### src/rtl/chipbus_pkg.sv
// chipbus_slot_ctrl shared types: FSM states, slot owners,
// and the "no register" address used on the custom-register bus.
package chipbus_pkg;

  typedef enum logic [1:0] {
    ST_IDLE,
    ST_ISSUE,
    ST_WAIT
  } state_e;

  typedef enum logic [1:0] {
    OWN_NONE,
    OWN_DMA,
    OWN_CPU
  } owner_e;

  localparam logic [7:0] REG_NONE = 8'hFF;

endpackage

### src/rtl/chipbus_slot_ctrl_if.sv
// Chip bus slot interface: Agnus/CPU request side, chip RAM port,
// and custom-register return path, with master/slave views.
interface chipbus_slot_ctrl_if #(
  parameter int ADDR_W = 20
);

  logic              clk7_en;
  logic              dbr;
  logic              dbwe;
  logic [ADDR_W-1:0] dma_address;
  logic [7:0]        dma_reg_address;
  logic [15:0]       dma_wdata;

  logic              cpu_custom;
  logic              cpu_req;
  logic              cpu_we;
  logic              cpu_uds;
  logic              cpu_lds;
  logic [ADDR_W-1:0] cpu_address;
  logic [15:0]       cpu_wdata;
  logic              cpu_ack;
  logic [15:0]       cpu_rdata;

  logic              mem_req;
  logic              mem_we;
  logic [1:0]        mem_be;
  logic [ADDR_W-1:0] mem_address;
  logic [15:0]       mem_wdata;
  logic              mem_ack;
  logic [15:0]       mem_rdata;

  logic [15:0]       data_out;
  logic [7:0]        reg_address_out;
  logic              reg_strobe;
  logic              late_err;

  modport master (
    output clk7_en, dbr, dbwe,
    output dma_address, dma_reg_address, dma_wdata,
    output cpu_custom, cpu_req, cpu_we,
    output cpu_uds, cpu_lds,
    output cpu_address, cpu_wdata,
    input  cpu_ack, cpu_rdata,
    input  mem_req, mem_we, mem_be,
    input  mem_address, mem_wdata,
    output mem_ack, mem_rdata,
    input  data_out, reg_address_out,
    input  reg_strobe, late_err
  );

  modport slave (
    input  clk7_en, dbr, dbwe,
    input  dma_address, dma_reg_address, dma_wdata,
    input  cpu_custom, cpu_req, cpu_we,
    input  cpu_uds, cpu_lds,
    input  cpu_address, cpu_wdata,
    output cpu_ack, cpu_rdata,
    output mem_req, mem_we, mem_be,
    output mem_address, mem_wdata,
    input  mem_ack, mem_rdata,
    output data_out, reg_address_out,
    output reg_strobe, late_err
  );

endinterface

### src/rtl/chipbus_wbuf.sv
// One-entry CPU write posting buffer for chipbus_slot_ctrl.
// Used only when CHIPBUS_WRITE_POST_EN is defined.
module chipbus_wbuf #(
  parameter int ADDR_W = 20
) (
  input  logic              clk,
  input  logic              reset,
  input  logic              push_i,
  input  logic              pop_i,
  input  logic [ADDR_W-1:0] addr_i,
  input  logic [15:0]       data_i,
  input  logic [1:0]        be_i,
  output logic              valid_o,
  output logic [ADDR_W-1:0] addr_o,
  output logic [15:0]       data_o,
  output logic [1:0]        be_o
);

  logic              valid_q, valid_d;
  logic [ADDR_W-1:0] addr_q, addr_d;
  logic [15:0]       data_q, data_d;
  logic [1:0]        be_q, be_d;

  // Fill on push, empty on pop; the owner never does both at once.
  always_comb begin
    valid_d = valid_q;
    addr_d  = addr_q;
    data_d  = data_q;
    be_d    = be_q;
    if (pop_i) begin
      valid_d = 1'b0;
    end
    if (push_i) begin
      valid_d = 1'b1;
      addr_d  = addr_i;
      data_d  = data_i;
      be_d    = be_i;
    end
  end

  // Buffer storage.
  always_ff @(posedge clk or posedge reset) begin
    if (reset) begin
      valid_q <= 1'b0;
      addr_q  <= '0;
      data_q  <= '0;
      be_q    <= '0;
    end else begin
      valid_q <= valid_d;
      addr_q  <= addr_d;
      data_q  <= data_d;
      be_q    <= be_d;
    end
  end

  assign valid_o = valid_q;
  assign addr_o  = addr_q;
  assign data_o  = data_q;
  assign be_o    = be_q;

endmodule

### src/rtl/chipbus_slot_ctrl.sv
// Chip bus slot responder: one chip RAM access per 7 MHz slot.
// Optional CPU write posting: define CHIPBUS_WRITE_POST_EN.
module chipbus_slot_ctrl
  import chipbus_pkg::*;
#(
  parameter int ADDR_W    = 20,
  parameter int SLOT_CLKS = 4
) (
  input logic              clk,
  input logic              reset,
  chipbus_slot_ctrl_if.slave bus
);

  state_e            state_q, state_d;
  owner_e            own_q, own_d;
  logic [ADDR_W-1:0] addr_q, addr_d;
  logic [15:0]       wdata_q, wdata_d;
  logic              we_q, we_d;
  logic [1:0]        be_q, be_d;
  logic [7:0]        reg_q, reg_d;
  logic              drain_q, drain_d;
  logic              pend_q, pend_d;
  logic [15:0]       pdata_q, pdata_d;
  logic [7:0]        preg_q, preg_d;
  logic [15:0]       rdata_q, rdata_d;
  logic              late_q, late_d;
  logic              served_q, served_d;

  logic done;
  logic sample;
  logic acc_ack;
  logic cpu_ack;
  logic cpu_go;
  logic cap;
  logic strobe;

  assign done    = (state_q == ST_WAIT) & bus.mem_ack;
  assign sample  = bus.clk7_en &
                   ((state_q == ST_IDLE) | done);
  assign acc_ack = done & (own_q == OWN_CPU) & ~drain_q;
  assign cap     = done & (own_q == OWN_DMA) & ~we_q &
                   (reg_q != REG_NONE);
  assign strobe  = pend_q & bus.clk7_en;

`ifdef CHIPBUS_WRITE_POST_EN
  logic              wb_valid;
  logic [ADDR_W-1:0] wb_addr;
  logic [15:0]       wb_data;
  logic [1:0]        wb_be;
  logic              wb_push;
  logic              wb_pop;
  logic              post_ack_q;
  logic              drain_go;
  logic              read_go;

  assign wb_push  = bus.cpu_req & bus.cpu_we & ~wb_valid &
                    ~served_q & ~post_ack_q;
  assign wb_pop   = done & drain_q;
  assign drain_go = bus.cpu_custom & wb_valid & ~wb_pop;
  assign read_go  = bus.cpu_custom & bus.cpu_req &
                    ~bus.cpu_we & ~wb_valid &
                    ~served_q & ~acc_ack;
  assign cpu_go   = drain_go | read_go;
  assign cpu_ack  = acc_ack | post_ack_q;

  // Posted writes are acknowledged the clk after they enter the buffer.
  always_ff @(posedge clk or posedge reset) begin
    if (reset) post_ack_q <= 1'b0;
    else       post_ack_q <= wb_push;
  end

  chipbus_wbuf #(
    .ADDR_W (ADDR_W)
  ) u_wbuf (
    .clk     (clk),
    .reset   (reset),
    .push_i  (wb_push),
    .pop_i   (wb_pop),
    .addr_i  (bus.cpu_address),
    .data_i  (bus.cpu_wdata),
    .be_i    ({bus.cpu_uds, bus.cpu_lds}),
    .valid_o (wb_valid),
    .addr_o  (wb_addr),
    .data_o  (wb_data),
    .be_o    (wb_be)
  );
`else
  assign cpu_go  = bus.cpu_custom & bus.cpu_req &
                   ~served_q & ~acc_ack;
  assign cpu_ack = acc_ack;
`endif

  // Slot sampling, access sequencing and completion side effects.
  always_comb begin
    state_d  = state_q;
    own_d    = own_q;
    addr_d   = addr_q;
    wdata_d  = wdata_q;
    we_d     = we_q;
    be_d     = be_q;
    reg_d    = reg_q;
    drain_d  = drain_q;
    pend_d   = pend_q & ~bus.clk7_en;
    pdata_d  = pdata_q;
    preg_d   = preg_q;
    rdata_d  = rdata_q;
    late_d   = late_q;
    served_d = served_q & bus.cpu_req;

    if (cpu_ack) served_d = 1'b1;

    if (cap) begin
      pend_d  = 1'b1;
      pdata_d = bus.mem_rdata;
      preg_d  = reg_q;
    end

    if (acc_ack & ~we_q) rdata_d = bus.mem_rdata;

    if (bus.clk7_en & ~sample &
        (state_q != ST_IDLE)) begin
      late_d = 1'b1;
    end

    unique case (state_q)
      ST_ISSUE: state_d = ST_WAIT;
      ST_WAIT:  if (done) begin
        state_d = ST_IDLE;
        own_d   = OWN_NONE;
      end
      default: ;
    endcase

    if (sample) begin
      if (bus.dbr) begin
        state_d = ST_ISSUE;
        own_d   = OWN_DMA;
        addr_d  = bus.dma_address;
        wdata_d = bus.dma_wdata;
        we_d    = bus.dbwe;
        be_d    = 2'b11;
        reg_d   = bus.dma_reg_address;
        drain_d = 1'b0;
      end else if (cpu_go) begin
        state_d = ST_ISSUE;
        own_d   = OWN_CPU;
        reg_d   = REG_NONE;
`ifdef CHIPBUS_WRITE_POST_EN
        if (drain_go) begin
          addr_d  = wb_addr;
          wdata_d = wb_data;
          we_d    = 1'b1;
          be_d    = wb_be;
          drain_d = 1'b1;
        end else
`endif
        begin
          addr_d  = bus.cpu_address;
          wdata_d = bus.cpu_wdata;
          we_d    = bus.cpu_we;
          be_d    = {bus.cpu_uds, bus.cpu_lds};
          drain_d = 1'b0;
        end
      end
    end
  end

  // Controller state.
  always_ff @(posedge clk or posedge reset) begin
    if (reset) begin
      state_q  <= ST_IDLE;
      own_q    <= OWN_NONE;
      addr_q   <= '0;
      wdata_q  <= '0;
      we_q     <= 1'b0;
      be_q     <= 2'b00;
      reg_q    <= REG_NONE;
      drain_q  <= 1'b0;
      pend_q   <= 1'b0;
      pdata_q  <= '0;
      preg_q   <= REG_NONE;
      rdata_q  <= '0;
      late_q   <= 1'b0;
      served_q <= 1'b0;
    end else begin
      state_q  <= state_d;
      own_q    <= own_d;
      addr_q   <= addr_d;
      wdata_q  <= wdata_d;
      we_q     <= we_d;
      be_q     <= be_d;
      reg_q    <= reg_d;
      drain_q  <= drain_d;
      pend_q   <= pend_d;
      pdata_q  <= pdata_d;
      preg_q   <= preg_d;
      rdata_q  <= rdata_d;
      late_q   <= late_d;
      served_q <= served_d;
    end
  end

  assign bus.mem_req     = (state_q == ST_ISSUE);
  assign bus.mem_we      = we_q;
  assign bus.mem_be      = be_q;
  assign bus.mem_address = addr_q;
  assign bus.mem_wdata   = wdata_q;

  assign bus.cpu_ack   = cpu_ack;
  assign bus.cpu_rdata = (acc_ack & ~we_q) ?
                         bus.mem_rdata : rdata_q;

  assign bus.reg_strobe      = strobe;
  assign bus.data_out        = strobe ? pdata_q : 16'h0000;
  assign bus.reg_address_out = strobe ? preg_q : REG_NONE;
  assign bus.late_err        = late_q;

endmodule

### src/flat_wrapper.sv
// flat-port wrapper written by rule: the top's interface ports become plain ports
module chipbus_slot_ctrl_flat import chipbus_pkg::*;
#(
  parameter int ADDR_W    = 20,
  parameter int SLOT_CLKS = 4
)
  (clk, reset, bus_clk7_en, bus_dbr, bus_dbwe, bus_dma_address, bus_dma_reg_address, bus_dma_wdata, bus_cpu_custom, bus_cpu_req, bus_cpu_we, bus_cpu_uds, bus_cpu_lds, bus_cpu_address, bus_cpu_wdata, bus_cpu_ack, bus_cpu_rdata, bus_mem_req, bus_mem_we, bus_mem_be, bus_mem_address, bus_mem_wdata, bus_mem_ack, bus_mem_rdata, bus_data_out, bus_reg_address_out, bus_reg_strobe, bus_late_err);
  chipbus_slot_ctrl_if #(.ADDR_W(ADDR_W)) bus_i ();
  input logic clk;
  input logic reset;
  input wire logic [$bits(bus_i.clk7_en)-1:0] bus_clk7_en;
  input wire logic [$bits(bus_i.dbr)-1:0] bus_dbr;
  input wire logic [$bits(bus_i.dbwe)-1:0] bus_dbwe;
  input wire logic [$bits(bus_i.dma_address)-1:0] bus_dma_address;
  input wire logic [$bits(bus_i.dma_reg_address)-1:0] bus_dma_reg_address;
  input wire logic [$bits(bus_i.dma_wdata)-1:0] bus_dma_wdata;
  input wire logic [$bits(bus_i.cpu_custom)-1:0] bus_cpu_custom;
  input wire logic [$bits(bus_i.cpu_req)-1:0] bus_cpu_req;
  input wire logic [$bits(bus_i.cpu_we)-1:0] bus_cpu_we;
  input wire logic [$bits(bus_i.cpu_uds)-1:0] bus_cpu_uds;
  input wire logic [$bits(bus_i.cpu_lds)-1:0] bus_cpu_lds;
  input wire logic [$bits(bus_i.cpu_address)-1:0] bus_cpu_address;
  input wire logic [$bits(bus_i.cpu_wdata)-1:0] bus_cpu_wdata;
  output wire logic [$bits(bus_i.cpu_ack)-1:0] bus_cpu_ack;
  output wire logic [$bits(bus_i.cpu_rdata)-1:0] bus_cpu_rdata;
  output wire logic [$bits(bus_i.mem_req)-1:0] bus_mem_req;
  output wire logic [$bits(bus_i.mem_we)-1:0] bus_mem_we;
  output wire logic [$bits(bus_i.mem_be)-1:0] bus_mem_be;
  output wire logic [$bits(bus_i.mem_address)-1:0] bus_mem_address;
  output wire logic [$bits(bus_i.mem_wdata)-1:0] bus_mem_wdata;
  input wire logic [$bits(bus_i.mem_ack)-1:0] bus_mem_ack;
  input wire logic [$bits(bus_i.mem_rdata)-1:0] bus_mem_rdata;
  output wire logic [$bits(bus_i.data_out)-1:0] bus_data_out;
  output wire logic [$bits(bus_i.reg_address_out)-1:0] bus_reg_address_out;
  output wire logic [$bits(bus_i.reg_strobe)-1:0] bus_reg_strobe;
  output wire logic [$bits(bus_i.late_err)-1:0] bus_late_err;
  assign bus_i.clk7_en = bus_clk7_en;
  assign bus_i.dbr = bus_dbr;
  assign bus_i.dbwe = bus_dbwe;
  assign bus_i.dma_address = bus_dma_address;
  assign bus_i.dma_reg_address = bus_dma_reg_address;
  assign bus_i.dma_wdata = bus_dma_wdata;
  assign bus_i.cpu_custom = bus_cpu_custom;
  assign bus_i.cpu_req = bus_cpu_req;
  assign bus_i.cpu_we = bus_cpu_we;
  assign bus_i.cpu_uds = bus_cpu_uds;
  assign bus_i.cpu_lds = bus_cpu_lds;
  assign bus_i.cpu_address = bus_cpu_address;
  assign bus_i.cpu_wdata = bus_cpu_wdata;
  assign bus_cpu_ack = bus_i.cpu_ack;
  assign bus_cpu_rdata = bus_i.cpu_rdata;
  assign bus_mem_req = bus_i.mem_req;
  assign bus_mem_we = bus_i.mem_we;
  assign bus_mem_be = bus_i.mem_be;
  assign bus_mem_address = bus_i.mem_address;
  assign bus_mem_wdata = bus_i.mem_wdata;
  assign bus_i.mem_ack = bus_mem_ack;
  assign bus_i.mem_rdata = bus_mem_rdata;
  assign bus_data_out = bus_i.data_out;
  assign bus_reg_address_out = bus_i.reg_address_out;
  assign bus_reg_strobe = bus_i.reg_strobe;
  assign bus_late_err = bus_i.late_err;
  chipbus_slot_ctrl #(.ADDR_W(ADDR_W), .SLOT_CLKS(SLOT_CLKS)) u_core (.clk(clk), .reset(reset), .bus(bus_i));
endmodule
### config.mk
export PLATFORM = sky130hd
export DESIGN_NAME = chipbus_slot_ctrl_flat
export DESIGN_NICKNAME = d
export VERILOG_FILES = /design/src/rtl/chipbus_pkg.sv /design/src/rtl/chipbus_slot_ctrl_if.sv /design/src/rtl/chipbus_wbuf.sv /design/src/rtl/chipbus_slot_ctrl.sv /design/src/flat_wrapper.sv
export SDC_FILE = /design/constraint.sdc
export NUM_CORES = 1
export LEC_CHECK = 0
export ABC_CLOCK_PERIOD_IN_PS = 2600
export BUFFER_PORTS_ARGS = -buffer_cell sky130_fd_sc_hd__buf_2
export CORE_ASPECT_RATIO = 0.7
export CORE_MARGIN = 2
export CORE_UTILIZATION = 44
export CTS_BUF_LIST = sky130_fd_sc_hd__clkbuf_4
export DETAILED_ROUTE_END_ITERATION = 6
export PLACE_DENSITY = 0.78
export SLEW_MARGIN = 30
export SYNTH_ARGS = -nofsm -noshare
export SYNTH_HDL_FRONTEND = slang
export SYNTH_SLANG_ARGS = --single-unit
### constraint.sdc
create_clock -name clk -period 2.6 [get_ports clk]
set_input_delay 0.39 -clock clk [delete_from_list [all_inputs] [get_ports clk]]
set_output_delay 0.39 -clock clk [all_outputs]
set_load 0.02 [all_outputs]
# == Word-level counts from Yosys, hierarchy flattened ==
# Index checks and enable logic that the tools add are counted.
# word_totals
regBits,95
wordCells,73
# classes
eq_ne,5
muxes,27
n_bitwise,23
reduce_logical,4
# op_table
operator,count
two-way mux 16 bit,4
two-way mux 20 bit,2
two-way mux 8 bit,3
two-way mux 2 bit,11
bitwise AND 1 bit,16
"inequality test 8 bit, second input constant",1
two-way mux 1 bit,6
inverter 1 bit,6
"equality test 2 x 1 -> 1 bit, second input constant",2
"equality test 2 bit, second input constant",2
one-hot mux 2 bit (2 select lines),1
nonzero test 2 bit,2
logical NOT 2 bit,1
AND reduction 2 bit,1
bitwise OR 1 bit,1

# == Logic depth before layout (Yosys ltp) ==
# logic_depth
word_depth,9
ltp_mapped,9
mapped_depth_nobuf,7

# == Least setup slack after synthesis ==
# OpenSTA, ideal clock, no wires.
# synth_path
path_type,register to output
startpoint,register u_core.state_q[0]
endpoint,output port bus_cpu_rdata[10]
arrival_ps,1843
required_ps,2210
setup_slack_ps,367
stages_incl_launch_ff,7
path_cell_list,dfrtp_1 inv_1 ha_1 nand2_1 nor4b_4 buf_4 mux2_1
# synth_via
elab_chain_cells,6
# synth_lines
item,line_no,text
from (decl),chipbus_slot_ctrl.sv:14,"state_e state_q, state_d;"
from (signal assigned),chipbus_slot_ctrl.sv:186,state_q <= state_d;
equality test 2 bit,chipbus_slot_ctrl.sv:37,assign done = (state_q == ST_WAIT) & bus.mem_ack;
bitwise AND 1 bit,chipbus_slot_ctrl.sv:37,
bitwise AND 1 bit (2 in a row),chipbus_slot_ctrl.sv:40,assign acc_ack = done & (own_q == OWN_CPU) & ~drain_q;
bitwise AND 1 bit,chipbus_slot_ctrl.sv:210,assign bus.cpu_rdata = (acc_ack & ~we_q) ?
two-way mux 16 bit,chipbus_slot_ctrl.sv:210,
to (decl),flat_wrapper.sv:25,output wire logic [$bits(bus_i.cpu_rdata)-1:0] bus_cpu_rdata;
# Every way passes these cells.

# == Worst setup path after layout ==
# layout_path
startpoint,register u_core.state_q[0]
endpoint,output port bus_cpu_rdata[4]
# Same word-level chain as after synthesis.

==> results by group <==
Clock tree
  – Clk slew on worst S/H paths: roughly 0.16 ns
  – CTS Buf Count: 9
  – Clock sinks: 94
  – H-tree depth: 3
  – Clk_lat worst skew: 0.46 ns
  – Max clock buf depth: 2
  – Clk root buf: clkbuf_4
  – CTS tree: done

Die
  – Number of I/O pins: 190
  – Die area: 10600 sq um
  – Starting density of the core: 0.447
  – Die width: 122 microns
  – Cell Rows: 30
  – Chip Height: 86.7 microns
  – Core Box Area: 9610 sq um

Power
  – Clock network power share: 0.178
  – Power Total: 0.00572 W
  – Net Sw Frac: 0.366
  – Net switching power: about 0.0021 W
  – Peak supply drop: 0.000559 V
  – Comb power frac: 0.388
  – Pwr Density: slightly below 1000 nW/um^2
  – Register share of total power: 0.434
  – Cell internal pwr: between 0.003 and 0.004 W
  – Leakage: between 3 and 4 nW

Setup path
  – Worst Reg-to-Reg Cells: 9
  – Crit Path Category: flop to output port
  – Critical path arrival: 2.22 ns
  – R2r setup slk: 0.39 ns
  – Crit path launch type: flop
  – CP Capture Type: output port
  – Worst Setup SP: u_core.state_q[0]
  – Reg-to-reg endpoint: u_core.pdata_q[10]
  – Crit path required time: ~2.2 ns
  – Reg2reg start: u_core.state_q[0]
  – Crit path max fanout: 8

Synthesis
  – Async SR Flop Fraction: 1.00
  – Area contributors post-synth: dfrtp_1 45%, dfstp_2 9.8%, mux2i_1 8.6%
  – Syn Area/Cell: about 12 sq um
  – Syn Inst Count: 352
  – Yosys reg bits: between 90 and 100
  – Post-synth top cells: 78 x dfrtp_1, 72 x o21ai_0, 37 x mux2i_1, 19 x mux2_4
  – Top-count cell post-synth: dfrtp_1
  – Yosys top cell area share: 0.454
  – EDFF count, synth: 0
  – Seq/Total Area, Yosys: 0.552
  – Synth unique cells: 36
  – Yosys warns: 0
  – Syn Nets: roughly 460
  – Main synth FF type: dfrtp_1
  – Cell accounting for the most synthesized area: dfrtp_1
  – Netlist Area Pre-Place: ~4300 sq um

Cells and area
  – Final nets: 657
  – Share of layout cells above drive strength 1: 0.541
  – Multi-input logic area: roughly 1900 sq um
  – Reg area: 2370 sq um
  – FILL cells: 813
  – Area delta synth->final: 36.6%

Route
  – TritonRoute pass-1 iters: 5
  – Total Wirelength: 11.4 mm
  – Routed wire length per instance: 16.7 microns
  – Via count: between 3000 and 4000
  – Antenna-violating nets left: 0
  – DR vias/cell: around 5
  – Residual DRC count: 0
  – Detailed Route Iter0 Violations: 136

Timing
  – Setup Skew: 0.0136 ns
  – Final setup fails: 8
  – Hold WS: 0.0268 ns
  – Worst rel slew slack: 0.520
  – Fmax: 384 MHz
  – Max Slew Vio Count: 0
  – RSZ-0062 raised after global routing: true
  – Final Cycle Share: 1.00
  – Period minus WS final: around 2.6 ns
  – Final worst setup slack: -0.00683 ns
  – Fin. Hold Viols: 0
  – Worst slew pin tran: roughly 0.72 ns

Placement
  – HPWL Detailed: 7.86 mm
  – Buffers on Ports: 189
  – RePlAce Congestion: 0.785
  – Setup WS pre-CTS: 0.295 ns

Min path
  – Class of the tightest hold or removal check: input port to asynchronous set/reset pin

Global route
  – Vias in the first global route: approximately 3500
  – Total grt overflow: 0
  – Initial antenna violation count: 1
  – First-pass GRT wire length: 17.9 mm
  – All-Layer GR Usage: 0.219
  – Largest net degree at the start of global routing: 39

Job
  – Max cap viols: 0

Outcome
  – Status: finished, violations left
  – Violated checks: negative setup slack
==> power by group through the flow <==
stage                     sequential, W  clock (W)  combinational [W]
after floorplan                 0.00277          0           0.000958
after global placement          0.00246          0            0.00194
after detailed placement        0.00249          0            0.00200
after CTS                       0.00247    0.00104            0.00221
after global routing            0.00256    0.00109            0.00240
final                           0.00248    0.00102            0.00222
==> cell families (layout without fill, tap and decap cells) <==
family / after synthesis / count (layout) / synth area share
DFF: 94 / 94 / 0.552
other: 0 / 1 / 0
AOI/OAI and AO/OA: 93 / 93 / 0.118
buffers and inverters: 30 / 229 / 0.0329
muxes: 77 / 77 / 0.208
and+or+nand+nor: 54 / 54 / 0.0780
adders and majority gates: 4 / 4 / 0.0116
==> how the worst max path moves through the flow <==
stage	end	depth (start not counted)
floorplan	bus_cpu_rdata[10]	6
global placement	bus_cpu_rdata[0]	7
detailed placement	bus_cpu_rdata[14]	7
CTS	bus_cpu_rdata[4]	7
global route	bus_cpu_rdata[15]	7
finish	bus_cpu_rdata[4]	7
==> layout by cell type, fill, tap and decap left out, types with 3 or more instances in the layout <==
cell,count
o21ai_1,4
nor3_1,4
a21oi_1,4
mux2_4,35
o22a_1,8
buf_2,173
mux2_2,5
buf_4,11
inv_1,4
clkbuf_4,9
ha_1,3
nand2_1,6
dfrtp_1,78
nor2_1,4
nand2b_1,3
buf_12,3
mux2i_1,37
or2_2,8
dfstp_2,16
buf_6,18
and3_1,16
o21ai_0,72
bufinv_16,3
==> layout make-up <==
class	count	area share
flip-flops and latches	94	0.404
multi-input cells	228	0.320
repair buffers	206	0.211
well taps	128	0.0273
clock inverters	7	0.0207
clock buffers	9	0.0115
inverters	7	0.00511
diodes	1	0.000426
==> per-stage QoR <==
step / cells / util / TNS (ns) / instance area, sq um
after floorplan: 352 / - / 0 / 4300
final: 680 / 0.611 / -0.0392 / 5870
after global placement: 654 / 0.563 / 0 / 5410
after global routing: 680 / 0.611 / -1.41 / 5870
after CTS: 676 / 0.606 / -0.589 / 5830
after detailed placement: 654 / 0.563 / 0 / 5410
==> timing repair <==
item	in CTS	in global routing
hold buffers	0	0
pin swaps	3	1
setup endpoints to repair	16	16
resized for setup	56	0
setup buffers	5	2
gates cloned	1	0
==> metal layers <==
metal | vias to the layer above | GRT usage | wire [microns]
li1 | 1653 | - | -
met1 | 1696 | 0.301 | 5010
met2 | 133 | 0.346 | 5430
met3 | 13 | 0.0559 | 783
met4 | 0 | 0.0606 | 148
met5 | - | 0 | 0
==> flip-flops by register name, indices dropped and copies added, names as in the netlist, 2 cells and up <==
signal / count
u_core.bus.mem_be: 2
u_core.bus.mem_address: 20
u_core.own_q: 2
u_core.reg_q: 8
u_core.bus.mem_wdata: 16
u_core.pdata_q: 16
u_core.preg_q: 8
u_core.rdata_q: 16
u_core.state_q: 2
==> critical path, stage by stage (launching register included) <==
cell and delay [ns]:
dfrtp_1 0.43, inv_2 0.09, ha_4 0.15, nand2_4 0.06, nor4b_4 0.34, buf_6 0.23, mux2_4 0.33, buf_6 0.13
(Power assumes the default switching activity.)
